--- config.mk ---
export PLATFORM = sky130hd
export DESIGN_NAME = dff_reg_arbiter
export DESIGN_NICKNAME = d
export VERILOG_FILES = /design/src/rtl/dff_reg_arbiter.sv
export SDC_FILE = /design/constraint.sdc
export NUM_CORES = 1
export LEC_CHECK = 0
export ABC_AREA = 1
export ABC_CLOCK_PERIOD_IN_PS = 4200
export CORE_ASPECT_RATIO = 1.2
export CORE_UTILIZATION = 29
export DETAILED_ROUTE_END_ITERATION = 8
export GPL_TIMING_DRIVEN = 0
export SYNTH_ARGS = -nofsm -noshare
export SYNTH_HDL_FRONTEND = slang
export SYNTH_SLANG_ARGS = --single-unit
export TNS_END_PERCENT = 5
--- constraint.sdc ---
create_clock -name clk -period 4.2 [get_ports clk]
set_input_delay 0.42 -clock clk [delete_from_list [all_inputs] [get_ports clk]]
set_output_delay 0.42 -clock clk [all_outputs]
set_load 0.1 [all_outputs]
--- src/rtl/dff_reg_arbiter.sv ---
// Round-robin arbiter that shares one WIDTH-bit D flip-flop register among N_REQ write requesters.
// A granted owner writes once, or up to MAX_HOLD times while it holds lock.
module dff_reg_arbiter #(
   parameter int unsigned N_REQ    = 4,
   parameter int unsigned WIDTH    = 8,
   parameter int unsigned MAX_HOLD = 4
) (
   input  logic                       clk,
   input  logic                       rst_n,
   input  logic [N_REQ-1:0]           req_i,
   input  logic [N_REQ-1:0]           lock_i,
   input  logic [N_REQ*WIDTH-1:0]     wr_data_i,
   output logic [N_REQ-1:0]           gnt_o,
   output logic [N_REQ-1:0]           ack_o,
   output logic [WIDTH-1:0]           q_o,
   output logic [WIDTH-1:0]           qbar_o,
   output logic                       busy_o,
   output logic [$clog2(N_REQ)-1:0]   owner_o
);

   localparam int unsigned IDX_W = $clog2(N_REQ);
   localparam int unsigned CNT_W = $clog2(MAX_HOLD + 1);

   typedef enum logic {
      IDLE = 1'b0,
      OWN  = 1'b1
   } state_e;

   state_e             state_q, state_d;
   logic [IDX_W-1:0]   ptr_q, ptr_d;
   logic [IDX_W-1:0]   owner_q, owner_d;
   logic [CNT_W-1:0]   cnt_q, cnt_d;
   logic [N_REQ-1:0]   gnt_q, gnt_d;
   logic [N_REQ-1:0]   ack_q, ack_d;
   logic [WIDTH-1:0]   q_q, q_d;
   logic [WIDTH-1:0]   qbar_q, qbar_d;
   logic               busy_q, busy_d;

   logic               sel_vld;
   logic [IDX_W-1:0]   sel;
   logic [WIDTH-1:0]   wr_sel;
   logic [IDX_W-1:0]   ptr_nxt;
   logic               last_wr;

   // First requester at or after the round-robin pointer, wrapping mod N_REQ.
   always_comb begin
      int unsigned idx;
      idx     = 0;
      sel_vld = 1'b0;
      sel     = ptr_q;
      for (int unsigned k = 0; k < N_REQ; k++) begin
         idx = 32'(ptr_q) + k;
         if (idx >= N_REQ) idx = idx - N_REQ;
         if (!sel_vld && req_i[IDX_W'(idx)]) begin
            sel_vld = 1'b1;
            sel     = IDX_W'(idx);
         end
      end
   end

   // Owner's write-data slice.
   always_comb begin
      wr_sel = '0;
      for (int unsigned i = 0; i < N_REQ; i++) begin
         if (owner_q == IDX_W'(i)) wr_sel = wr_data_i[i*WIDTH +: WIDTH];
      end
   end

   assign ptr_nxt = (owner_q == IDX_W'(N_REQ - 1)) ? '0 : owner_q + 1'b1;
   assign last_wr = (cnt_q == CNT_W'(MAX_HOLD - 1));

   // Next-state and registered-output logic.
   always_comb begin
      state_d = state_q;
      ptr_d   = ptr_q;
      owner_d = owner_q;
      cnt_d   = cnt_q;
      gnt_d   = gnt_q;
      ack_d   = '0;
      q_d     = q_q;
      qbar_d  = qbar_q;

      case (state_q)
         IDLE: begin
            if (sel_vld) begin
               state_d = OWN;
               gnt_d   = N_REQ'(1) << sel;
               owner_d = sel;
               cnt_d   = '0;
            end
         end
         OWN: begin
            if (!req_i[owner_q]) begin
               state_d = IDLE;
               gnt_d   = '0;
               ptr_d   = ptr_nxt;
            end else begin
               q_d            = wr_sel;
               qbar_d         = ~wr_sel;
               ack_d[owner_q] = 1'b1;
               cnt_d          = cnt_q + 1'b1;
               // Burst ends when lock drops or the tenure cap is reached.
               if (!lock_i[owner_q] || last_wr) begin
                  state_d = IDLE;
                  gnt_d   = '0;
                  ptr_d   = ptr_nxt;
               end
            end
         end
         default: state_d = IDLE;
      endcase

      busy_d = (state_d == OWN);
   end

   always_ff @(posedge clk or negedge rst_n) begin
      if (!rst_n) begin
         state_q <= IDLE;
         ptr_q   <= '0;
         owner_q <= '0;
         cnt_q   <= '0;
         gnt_q   <= '0;
         ack_q   <= '0;
         q_q     <= '0;
         qbar_q  <= '1;
         busy_q  <= 1'b0;
      end else begin
         state_q <= state_d;
         ptr_q   <= ptr_d;
         owner_q <= owner_d;
         cnt_q   <= cnt_d;
         gnt_q   <= gnt_d;
         ack_q   <= ack_d;
         q_q     <= q_d;
         qbar_q  <= qbar_d;
         busy_q  <= busy_d;
      end
   end

   assign gnt_o   = gnt_q;
   assign ack_o   = ack_q;
   assign q_o     = q_q;
   assign qbar_o  = qbar_q;
   assign busy_o  = busy_q;
   assign owner_o = owner_q;

endmodule

# Yosys cells after proc, flatten, opt, wreduce, memory -nomap -nowiden

Index checks and enable logic that the tools add are counted.

Equal/unequal tests: 8
Add/subtract/negate cells: 9
Muxes and demuxes: 46
Reduce and logical (&&, ||, !) cells: 15
$lt $le $gt $ge: 10
Bitwise operators: 2
Shift operators: 1

Operators by type and width:

| cell                | number |
|---|---|
| $mux 8              | 4 |
| $mux 2              | 11 |
| $mux 4              | 5 |
| $lt 2x3->1 const B  | 5 |
| $mux 1              | 14 |
| $bmux 1 s2          | 6 |
| $reduce_and 2->1    | 5 |
| $ge 3x3->1 const B  | 3 |
| $not 8->8           | 1 |
| $pmux 4 s2          | 1 |
| $sub 2x1->2 const B | 4 |
| $add 2x2->3 const B | 2 |
| $mux 3              | 2 |
| $pmux 3 s2          | 1 |
| $eq 2x2->1 const B  | 2 |
| $logic_and 1x1->1   | 4 |
| $logic_not 1->1     | 4 |
| $ne 2x1->1 const B  | 2 |
| $shl 1x2->4 const A | 1 |
| $add 2x1->3 const B | 1 |
| $add 3x1->3 const B | 1 |
| $eq 3x2->1 const B  | 1 |
| $ge 2x3->1 const B  | 1 |
| $ne 3x2->1 const B  | 1 |
| 9 further kinds     | 9 |

Bits in registers: 32
Output and inout port bits: 27

# Logic depth before layout (Yosys ltp)

Word-level depth: 17
Depth in mapped cells: 14
Depth with buffers taken out: 13

# Worst setup path after synthesis

Ideal clock, no wire load.

Kind: register to register
From: register owner_q[1], in the netlist owner_o[1]
To: register qbar_q[2], in the netlist qbar_o[2]
Required time: 4122 ps
Arrival time: 2337 ps
Setup slack: 1786 ps
Buffers on the path: 1
Period minus slack after synthesis: 2414 ps
Stages on the path, launching flop included: 9
Path through: dfrtp_1 > inv_1 > ha_1 > clkbuf_1 > nor2_1 > nand2_1 > a21oi_1 > o21ai_0 > o21a_1

Longest elaborated chain between the ends: 6
Elaborated cells on any way between the ends: 12
Classes of those cells: eq/ne (3); mux (6); bitwise (1); reduce/logical (2)

Ends and longest elaborated chain:

| element                | RTL line | text |
|---|---|---|
| from (decl)            | 31       | `logic [IDX_W-1:0] owner_q, owner_d;` |
| from (signal assigned) | 130      | `owner_q <= owner_d;` |
| $logic_not 2->1        | 65       | `if (owner_q == IDX_W'(i)) wr_sel = wr_data_i[i*WIDTH +: WIDTH];` |
| $mux 8 (4 in series)   | 65       |  |
| $not 8->8              | 99       | `qbar_d = ~wr_sel;` |
| to (signal assigned)   | 135      | `qbar_q <= qbar_d;` |
| to (decl)              | 36       | `logic [WIDTH-1:0] qbar_q, qbar_d;` |

Several ways; a longest one is shown, not always the timed one. The select of a mux whose other input is x is not followed.
A chain may end at the register's enable or synchronous reset.

# Final worst setup path

From: register owner_q[0], in the netlist owner_o[0]
To: output owner_o[0]

RTL lines:

| element   | RTL line | text |
|---|---|---|
| to (decl) | 18       | `output logic [$clog2(N_REQ)-1:0] owner_o` |

No word-level cell between the ends.

==> impl_metrics.tcl <==
set metrics [dict create \
    max_freq_mhz 412.8 \
    worstSkewPairLatency_ns 0.28 \
    timing.setup.tns_ns 0 \
    mappedNetlistArea_mm2 0.002067 \
    floorplan.die.height_um 94.48 \
    synth_warnings 0 \
    synth_seq_cells 32 \
    root_buffer "sky130_fd_sc_hd__clkbuf_8" \
    timing.critical_path.max_delay_family "buffers and inverters" \
    antenna_violating_nets_post_route 0 \
    finalHoldViolations 0 \
    clock_tree.htree_level_count 2 \
    worst-slew-pin-transition_ns 0.9974 \
    cts.repair.resized 0 \
    tritoncts_clock_tree "yes" \
    final_layout_size_suffix_gt1_share_pct 16.67 \
    place.gp.congestion 0.7913 \
    drv.max_cap_violation_count 0 \
    drt-vias-per-instance 4.603 \
    crit_type "reg -> out" \
    starting_density_of_the_core_pct 30.16 \
    rsz_0062_raised_after_global_routing "false" \
    ioPinCount 69 \
    hold_class "in -> async" \
    max-clock-path-buffers 2 \
    worst_path_bufs_invs 1 \
    yosys.cell_types.count 27 \
    hold_buffers 0 \
    post-route-period-util_pct 57.68 \
    report.final.slew_viol_count 0 \
    via_count 2030 \
    core_region_area_mm2 0.006854 \
    setup_repair_bufs_after_cts 0 \
    insertedDiodeCount 0 \
    dr.first_iter.drc_count 85 \
    number_of_enable_flip_flop_cells_after_synthesis 0 \
    critical-path-slowest-cell "sky130_fd_sc_hd__clkdlybuf4s50_1" \
    post_drt_wl_per_cell_um 12.45 \
    setup_viol 0 \
    slew_headroom_pct 33.30 \
    drt-pass1-iter-count 4 \
    drt_drc_violations_left 0 \
    synth_sequential_area_ratio_pct 39.23 \
    dp_hpwl_um 4197 \
    port-buffer-count 68 \
    crit_chain "clkdlybuf4s50_1" \
    grt_first_pass_wirelength_um 9563 \
    asyncSetResetFlopFracSynth_pct 100.0 \
    syn2layout_area_growth_pct 44.07 \
    num-nets-final 401 \
    cp-end-kind "output port" \
    synthCells 278 \
    timing.critical_path.arrival_ns 2.00 \
    cp-start-kind "flip-flop" \
    postSynth.topFlopCell "sky130_fd_sc_hd__dfrtp_1" \
    clkTransAtPathRegs_ns 0.07 \
    clkSinkCount 32 \
    syn-num-nets 326 \
    worst-path-max-fanout 8 \
    grt-ovfl-total 0 \
    routed_wl_um 5490 \
    std_cell_rows 33 \
    min_clock_period_post_route_ns 2.422 \
    avgSynthCellArea_um2 7.435 \
    first_global_vias 1968 \
    largest_net_degree_at_the_start_of_global_routing 33 \
    clock_buffers_created_by_tritoncts 5 \
    die_area_mm2 0.007471 \
    cp_data_required_time_ns 3.78 \
    die_width_um 79.07 \
    timing.clock.skew_ns 0.004660 \
    run_status "finished, final reports clean" \
    grt_antenna_before_repair 0 \
    gr-usage-all-layers_pct 16.32 \
    timing.critical_path.slowest_cell_delay_ns 1.20 \
]
-- cell type report --
type                       count  area (um2)
fill                         711        3876
inverter                      20       85.08
sequential                    32       810.8
buffer                         9       57.56
clock inverter                 1       30.03
tap                           87       108.9
multi-input combinational    217        1114
timing repair buffer          68       675.6
clock buffer                   7       96.34
-- layout by cell type, fill, tap and decap left out, types with 5 or more instances in the layout --
cell type / n
sky130_fd_sc_hd__nand3_2: 7
sky130_fd_sc_hd__clkbuf_8: 7
sky130_fd_sc_hd__o21a_1: 8
sky130_fd_sc_hd__nor2_1: 28
sky130_fd_sc_hd__nand2_1: 96
sky130_fd_sc_hd__buf_2: 5
sky130_fd_sc_hd__nand2_2: 14
sky130_fd_sc_hd__dfrtp_1: 24
sky130_fd_sc_hd__dfstp_2: 8
sky130_fd_sc_hd__o21ai_0: 10
sky130_fd_sc_hd__inv_1: 13
sky130_fd_sc_hd__a21oi_1: 17
sky130_fd_sc_hd__ha_1: 6
sky130_fd_sc_hd__clkdlybuf4s50_1: 67
sky130_fd_sc_hd__nand3_1: 15
-- stage by stage --
stage	worst slack (ns)	util, %	cells	hold WS [ns]	instance area (um2)
after floorplan	1.786	-	278	0.1244	2067
after global placement	1.960	41.68	433	0.4579	2856
after detailed placement	1.976	41.60	433	0.4638	2851
after CTS	1.758	43.45	441	0.2140	2978
after global routing	1.715	43.45	441	0.2335	2978
final	1.778	43.45	441	0.1790	2978
-- path summary, 6_finish.rpt --
check,start,endpoint,slack (ns),depth (start not counted)
min in group clk,qbar_o[0],qbar_o[0],0.47,2
max in group asynchronous,rst_n,ack_o[2],3.57,1
hold reg to reg,qbar_o[0],qbar_o[0],0.47,2
setup reg to reg,owner_o[1],qbar_o[3],1.97,8
setup / recovery,owner_o[0],owner_o[0],1.78,1
hold / removal,rst_n,q_o[2],0.18,1
-- registers in the layout, indices dropped and copies added, names as in the netlist --
register and count:
ptr_q 2, ack_o 4, owner_o 2, q_o 8, busy_o 1, gnt_o 4
cnt_q 3, qbar_o 8
-- layer usage --
metal  wire length [um]  track usage, %
met1               2400           20.64
met2               2564           26.72
met3                433           4.444
met4                 92           5.455
met5                  0               0
-- cells in the mapped netlist (3+ instances only) --
cell type,n,share of area [%]
sky130_fd_sc_hd__o21a_1,8,2.9
sky130_fd_sc_hd__dfstp_2,8,10
sky130_fd_sc_hd__nor2_4,3,1.6
sky130_fd_sc_hd__buf_2,4,0.97
sky130_fd_sc_hd__o21ai_0,10,2.4
sky130_fd_sc_hd__a21oi_1,17,4.1
sky130_fd_sc_hd__inv_2,4,0.73
sky130_fd_sc_hd__nand2_1,96,17
sky130_fd_sc_hd__nand3_1,15,3.6
sky130_fd_sc_hd__ha_1,6,3.6
sky130_fd_sc_hd__nand2_4,3,1.6
sky130_fd_sc_hd__nand2_2,14,4.2
sky130_fd_sc_hd__nor2_1,28,5.1
sky130_fd_sc_hd__nand3_2,7,3.4
sky130_fd_sc_hd__inv_1,13,2.4
sky130_fd_sc_hd__dfrtp_1,24,29
sky130_fd_sc_hd__o21ai_1,3,0.73
sky130_fd_sc_hd__a22oi_1,3,1.1
-- cell families after synthesis --
kind of cell	Yosys count	share of synthesized area, %
and+or+nand+nor	170	38.98
AOI/OAI and AO/OA	41	11.26
DFF	32	39.23
buffers and inverters	29	6.901
adders and majority gates	6	3.632
Power is not shown: default switching activity piles up to over one toggle a cycle in this logic, so the estimate is an artifact.
